[src/rtl/clkgen_pkg.sv]
// Shared defaults for the clock-enable generator and its per-channel slices.
// Default divide is by 8: half-period of 4 cycles, the legacy processor/regfile rate.
package clkgen_pkg;
    localparam int CLKGEN_CNT_W    = 8;
    localparam int CLKGEN_DEF_HALF = 4;
    localparam int CLKGEN_MAX_CH   = 16;
endpackage

[src/rtl/clkgen_channel.sv]
// One divided-clock channel: half-period counter, active/shadow half-period, registered clk_out and tick.
// Shadow half-periods are applied only at a toggle boundary, on disable, or on realign, so no runt pulses.
module clkgen_channel
    import clkgen_pkg::*;
#(
    parameter int CNT_W    = CLKGEN_CNT_W,
    parameter int DEF_HALF = CLKGEN_DEF_HALF
) (
    input  logic             clock,
    input  logic             reset,
    input  logic             i_en,
    input  logic             i_realign,
    input  logic             i_wr,
    input  logic [CNT_W-1:0] i_wr_half,
    output logic             o_clk_out,
    output logic             o_tick,
    output logic             o_pending
);
    logic [CNT_W-1:0] r_cnt;
    logic [CNT_W-1:0] r_half;
    logic [CNT_W-1:0] r_shadow;
    logic             r_pending;
    logic             r_clk_out;
    logic             r_tick;
    logic             w_boundary;

    // Half-period is never zero: zero writes are rejected upstream and DEF_HALF is nonzero.
    assign w_boundary = (r_cnt == r_half - 1'b1);

    always_ff @(posedge clock) begin
        if (reset) begin
            r_cnt     <= '0;
            r_half    <= CNT_W'(DEF_HALF);
            r_shadow  <= CNT_W'(DEF_HALF);
            r_pending <= 1'b0;
            r_clk_out <= 1'b0;
            r_tick    <= 1'b0;
        end else begin
            if (!i_en || i_realign) begin
                r_cnt     <= '0;
                r_clk_out <= 1'b0;
                r_tick    <= 1'b0;
                if (r_pending) begin
                    r_half <= r_shadow;
                end
                r_pending <= 1'b0;
            end else if (w_boundary) begin
                r_cnt     <= '0;
                r_clk_out <= ~r_clk_out;
                r_tick    <= ~r_clk_out;
                if (r_pending) begin
                    r_half <= r_shadow;
                end
                r_pending <= 1'b0;
            end else begin
                r_cnt  <= r_cnt + 1'b1;
                r_tick <= 1'b0;
            end
            // A write landing on a boundary/realign edge must survive as pending for the next one.
            if (i_wr) begin
                r_shadow  <= i_wr_half;
                r_pending <= 1'b1;
            end
        end
    end

    assign o_clk_out = r_clk_out;
    assign o_tick    = r_tick;
    assign o_pending = r_pending;
endmodule

[src/rtl/clock_enable_gen.sv]
// Bank of NUM_CH independently configurable divided clocks with tick strobes.
// Config writes are decoded here; rejected writes raise a one-cycle registered cfg_err.
module clock_enable_gen
    import clkgen_pkg::*;
#(
    parameter int NUM_CH   = 4,
    parameter int CNT_W    = CLKGEN_CNT_W,
    parameter int DEF_HALF = CLKGEN_DEF_HALF
) (
    input  logic              clock,
    input  logic              reset,
    input  logic [NUM_CH-1:0] ch_en,
    input  logic              realign,
    input  logic              cfg_we,
    input  logic [3:0]        cfg_ch,
    input  logic [CNT_W-1:0]  cfg_half,
    output logic              cfg_err,
    output logic [NUM_CH-1:0] clk_out,
    output logic [NUM_CH-1:0] tick,
    output logic [NUM_CH-1:0] pending
);
    localparam logic [4:0] LP_NUM_CH = 5'(NUM_CH);

    logic w_ch_ok;
    logic w_half_ok;
    logic w_cfg_ok;
    logic r_cfg_err;

    assign w_ch_ok   = ({1'b0, cfg_ch} < LP_NUM_CH);
    assign w_half_ok = (cfg_half != '0);
    assign w_cfg_ok  = cfg_we && w_ch_ok && w_half_ok;

    always_ff @(posedge clock) begin
        if (reset) begin
            r_cfg_err <= 1'b0;
        end else begin
            r_cfg_err <= cfg_we && !w_cfg_ok;
        end
    end

    assign cfg_err = r_cfg_err;

    for (genvar g = 0; g < NUM_CH; g++) begin : g_ch
        logic w_wr;
        assign w_wr = w_cfg_ok && (cfg_ch == 4'(g));

        clkgen_channel #(
            .CNT_W    (CNT_W),
            .DEF_HALF (DEF_HALF)
        ) u_ch (
            .clock     (clock),
            .reset     (reset),
            .i_en      (ch_en[g]),
            .i_realign (realign),
            .i_wr      (w_wr),
            .i_wr_half (cfg_half),
            .o_clk_out (clk_out[g]),
            .o_tick    (tick[g]),
            .o_pending (pending[g])
        );
    end
endmodule

[config.mk]
export PLATFORM = sky130hd
export DESIGN_NAME = clock_enable_gen
export DESIGN_NICKNAME = d
export VERILOG_FILES = /design/src/rtl/clkgen_pkg.sv /design/src/rtl/clkgen_channel.sv /design/src/rtl/clock_enable_gen.sv
export SDC_FILE = /design/constraint.sdc
export NUM_CORES = 1
export LEC_CHECK = 0
export BUFFER_PORTS_ARGS = -buffer_cell sky130_fd_sc_hd__buf_4
export CAP_MARGIN = 25
export CORE_AREA = 2 2 101 103
export DETAILED_ROUTE_END_ITERATION = 10
export DIE_AREA = 0 0 103 105
export PLACE_DENSITY = 0.76
export SYNTH_ARGS = -nofsm -noshare
export SYNTH_HDL_FRONTEND = slang
export SYNTH_HIERARCHICAL = 1
export SYNTH_SLANG_ARGS = --single-unit
[constraint.sdc]
create_clock -name clock -period 2.92 [get_ports clock]
set_clock_uncertainty 0.05 [all_clocks]
set_input_delay 0.292 -clock clock [delete_from_list [all_inputs] [get_ports clock]]
set_output_delay 0.292 -clock clock [all_outputs]
set_load 0.05 [all_outputs]
# Yosys cells after proc, flatten, opt, wreduce, memory -nomap -nowiden
# Index checks and enable logic that the tools add are counted.
op_classes:
  n_addsub: 8
  magnitude_cmp: 1
  n_eq_ne: 7
  muxes: 24
  bitwise_logic: 8
  n_reduce_logical: 38
op_table:
  columns: ["operator", "n"]
  rows:
  - ["8-bit two-way mux", 12]
  - ["8-bit by 1-bit adder with 8-bit output, second input constant", 4]
  - ["8-bit == test", 4]
  - ["8-bit by 1-bit subtractor with 8-bit output, second input constant", 4]
  - ["3-bit OR reduction", 8]
  - ["1-bit two-way mux", 12]
  - ["3-bit nonzero test", 4]
  - ["4-bit by 2-bit == test with 1-bit output, second input constant", 2]
  - ["1-bit NOT", 8]
  - ["2-bit nonzero test", 4]
  - ["8-bit nonzero test", 1]
  - ["2-bit OR reduction", 4]
  - ["1-bit logical AND", 7]
  - ["1-bit logical NOT", 5]
  - ["4-bit by 1-bit == test with 1-bit output, second input constant", 1]
  - ["4-bit logical NOT", 1]
  - ["1-bit logical OR", 4]
  - ["4-bit by 3-bit < comparator with 1-bit output, second input constant", 1]
totals:
  register_bits: 109
  inputBits: 20
  out_inout_bits: 13
  elab_cells: 111

# Longest topological paths before layout
logic_depth:
  word_depth: 5
  depth_mapped: 9
  depth_no_buf: 8

# Modules after synthesis
# The synthesis kept the hierarchy.
by_module_without_submodules:
  columns: ["module", "instances", "cells_each", "area_per_inst_um2", "seq_area_each_um2"]
  rows:
  - ["clkgen_channel", 4, 143, 1287.5, 540.5]
  - ["clock_enable_gen", 1, 11, 87.6, 20.0]

# Worst setup path before layout
# No wires, ideal clock.
synth_path:
  kind: "register -> register"
  startpoint: "reg g_ch[0].u_ch.r_half[0]"
  endpoint: "reg g_ch[0].u_ch.r_half[5]"
  setup_time_ns: 0.071
  arrival_time_ns: 2.532
  t_required_ns: 2.799
  setup_slack_ns: 0.267
  path_stages_with_launch: 10
  path_buffers: 1
  period_less_slack_ns: 2.653
  cell_sequence: "dfxtp_1 > inv_1 > ha_1 > or3b_1 > or4_1 > a2111oi_2 > a21oi_2 > buf_6 > or3b_1 > a21oi_1"
synth_between:
  elab_chain_len: 3
synth_rtl:
  columns: ["item", "line", "rtl"]
  rows:
  - ["start, declared", "clkgen_channel.sv:20", "logic [CNT_W-1:0] r_half;"]
  - ["start signal, assigned", "clkgen_channel.sv:33", "r_half <= CNT_W'(DEF_HALF);"]
  - ["start signal, assigned", "clkgen_channel.sv:44", "r_half <= r_shadow;"]
  - ["start signal, assigned", "clkgen_channel.sv:52", "r_half <= r_shadow;"]
  - ["8-bit by 1-bit subtractor with 8-bit output", "clkgen_channel.sv:28", "assign w_boundary = (r_cnt == r_half - 1'b1);"]
  - ["8-bit == test", "clkgen_channel.sv:28", null]
  - ["2-bit nonzero test (no line)", null, null]
# Every way passes these cells.
# A chain may end at the register's enable or synchronous reset.

# Final worst setup path
layout_path:
  startpoint: "reg g_ch[0].u_ch.r_half[1]"
  endpoint: "reg g_ch[0].u_ch.r_half[5]"
# The elaborated chain is that of the path after synthesis.

==> flow_summary.json <==
{
  "status": "completed",
  "synth_cell_type_count": 39,
  "critPathBufInv": 2,
  "cts_max_level": 3,
  "start_util_pct": 54.34,
  "total_leakage_power_uw": 0.002019,
  "gr-usage-met3_pct": 6.221,
  "track_usage_pct": 21.00,
  "slowest_delay_ns": 0.45,
  "synth_edf_count": 0,
  "dieArea_um2": 10820,
  "cts_tree": "yes",
  "diodes": 0,
  "root_buffer": "clkbuf_8",
  "crit_slowest_cell": "a2111oi_4",
  "nNetsFinal": 648,
  "busiest_layer": "met2",
  "gp_congestion": 0.8524,
  "synthTopCellsByArea": "dfxtp_1, mux2i_1, nor2_1, xnor2_1, xor2_1",
  "die_h_um": 105,
  "cp.arrival_ns": 3.12,
  "relSlewSlack_pct": 38.19,
  "row_count": 36,
  "fin_crit_sh_pct": 97.46,
  "core_um2": 9639,
  "die_w_um": 103,
  "crit_family": "simple AND/OR/NAND/NOR gates",
  "synthCells": 583,
  "routedWlPerCell_um": 14.59,
  "cts_buffer_depth": 2,
  "cp_data_required_time_ns": 3.19,
  "synth_top_area_share_pct": 41.66,
  "post-synth-top-count-cell": "dfxtp_1",
  "grt_pass1_vias": 3957,
  "post-route-util_pct": 62.05,
  "power.density_nw_per_um2": 419.3,
  "yosys_warnings": 6,
  "boundaryPins": 33,
  "clock_latency_ns": 0.39,
  "fmax_mhz": 351.4,
  "endpoint_kind": "register",
  "grt_pass1_wl_um": 18200,
  "tns_ns": 0,
  "clkTransAtPathRegs_ns": 0.11,
  "ys_ff_latch": 109,
  "cts_made_buffers": 9,
  "grt_use_met1_pct": 27.10,
  "dr.pass1.iters": 4,
  "async_flop_share_pct": 0,
  "vias": 4244,
  "mappedNetlistNets": 611,
  "drive_above_1_share_pct": 18.88,
  "cts_hold_buffers": 0,
  "wl_um": 11060,
  "startpoint_type": "register",
  "worstPathMaxFanout": 6,
  "r2r_slack_ns": 0.07,
  "use_met2_pct": 34.14,
  "io_buffers": 32,
  "grt_max_degree": 62,
  "synth.yosys.seq_area_share_pct": 41.66,
  "setup_viol": 0,
  "worstMarginPinSlew_ns": 0.9231,
  "fin_crit_ns": 2.846,
  "dp_hpwl_um": 7567,
  "synthTopCellsByCount": "dfxtp_1, nor2_1, mux2i_1, xnor2_1",
  "vdd_drop_max_uv": 451.0,
  "synth.cell_area_um2": 5238,
  "finalHoldViolCount": 0,
  "ant_nets": 0,
  "viasPerCell": 5.599,
  "worstSetupPathType": "register to register",
  "dpl_cell_area_um2": 5579,
  "fin_area_um2": 5981,
  "synth_area_leader_cell": "dfxtp_1",
  "drv_cap": 0,
  "drc": 0,
  "hold_class": "input port to register",
  "area_growth_pct": 14.19,
  "syn_area_per_cell_um2": 8.984,
  "antenna_found_initial": 0,
  "drt_iter0_markers": 183,
  "slew_viol_final": 0,
  "path_cells": "inv_1 -> ha_2 -> or3b_4 -> or4_4 -> a2111oi_4 -> a21oi_4 -> buf_4 -> or3b_1 -> a21oi_1",
  "synth_ff_type": "dfxtp_1",
  "clock_sinks": 109,
  "gr-total-overflow": 0
}
flip-flops by register name, summed over array words and instances (netlist names):
register and flops:
g_ch.u_ch/o_tick 4, g_ch.u_ch/r_half 32, g_ch.u_ch/r_cnt 32, g_ch.u_ch/o_pending 4, g_ch.u_ch/o_clk_out 4, g_ch.u_ch/r_shadow 32, cfg_err 1
layout by cell type, fill, tap and decap left out, types with 5 or more instances in the layout:
cell type	n
xor2_1	28
mux2i_1	32
a21oi_1	28
o21ai_0	28
or3b_1	9
and3_1	12
o31ai_1	8
xnor2_1	32
nand2b_1	8
dfxtp_1	105
inv_1	16
nor4_1	8
clkbuf_8	10
nor3_1	13
nor2_1	82
buf_4	49
or3b_2	20
ha_1	5
nor3b_1	5
nand2_1	24
nand3_1	12
routing by layer:
layer	vias up	part of all wire (%)
li1	2129	-
met2	77	50
met3	22	4.4
met1	2016	44
met4	0	1.7
met5	-	0
report_power, final:
part           switching (µW)  internal, µW  total (µW)
logic                    81.7          48.1         130
clock network             527           347         874
registers                8.20          1500        1500
area by class of cell:
cell class / instances / area (µm²)
Clock buffer: 10 / 137.6
Clock inverter: 6 / 51.30
Fill cell: 864 / 3659
Inverter: 16 / 60.06
Multi-Input combinational cell: 433 / 3000
Sequential cell: 109 / 2187
Tap cell: 133 / 166.4
Timing Repair Buffer: 51 / 377.9
cells by family after synthesis:
group           share of synthesized area (%)
fa+ha+maj                               1.911
buf+inv                                 3.727
xor+xnor                                10.03
mux                                     6.116
simple gates                            23.12
flops                                   41.66
compound gates                          13.43
worst paths after layout:
path                                       startpoint                                    end  cells after the start
setup / recovery  g_ch[0].u_ch/r_half[1]$_SDFFE_PP0P_    g_ch[0].u_ch/r_half[5]$_SDFFE_PP0P_                      9
hold / removal                            cfg_half[2]  g_ch[3].u_ch/r_shadow[2]$_SDFFE_PP1P_                      2
setup reg to reg  g_ch[0].u_ch/r_half[1]$_SDFFE_PP0P_    g_ch[0].u_ch/r_half[5]$_SDFFE_PP0P_                      9
hold reg to reg   g_ch[0].u_ch/o_clk_out$_SDFFE_PP0N_         g_ch[0].u_ch/o_tick$_SDFF_PP0_                      1
repair_timing:
action                                 4_1_cts  5_1_grt
gates cloned                                 0        3
buffers inserted                             0        8
pin swaps                                    1        7
setup endpoints to repair                   12       48
resized for setup                            5       17
endpoints found under the hold margin        0        0
stage by stage:
stage               total power, µW  setup slack (ns)  instances  hold slack, ns
finish                         2508           0.07420        758          0.1149
floorplan                      1608            0.2673        583          0.3644
global placement               1655            0.1257        727          0.4138
detailed placement             1659          -0.01142        729          0.4240
CTS                            2532           0.02261        745         0.09593
global route                   2614          -0.05216        758         0.09801
(Power assumes the default switching activity.)
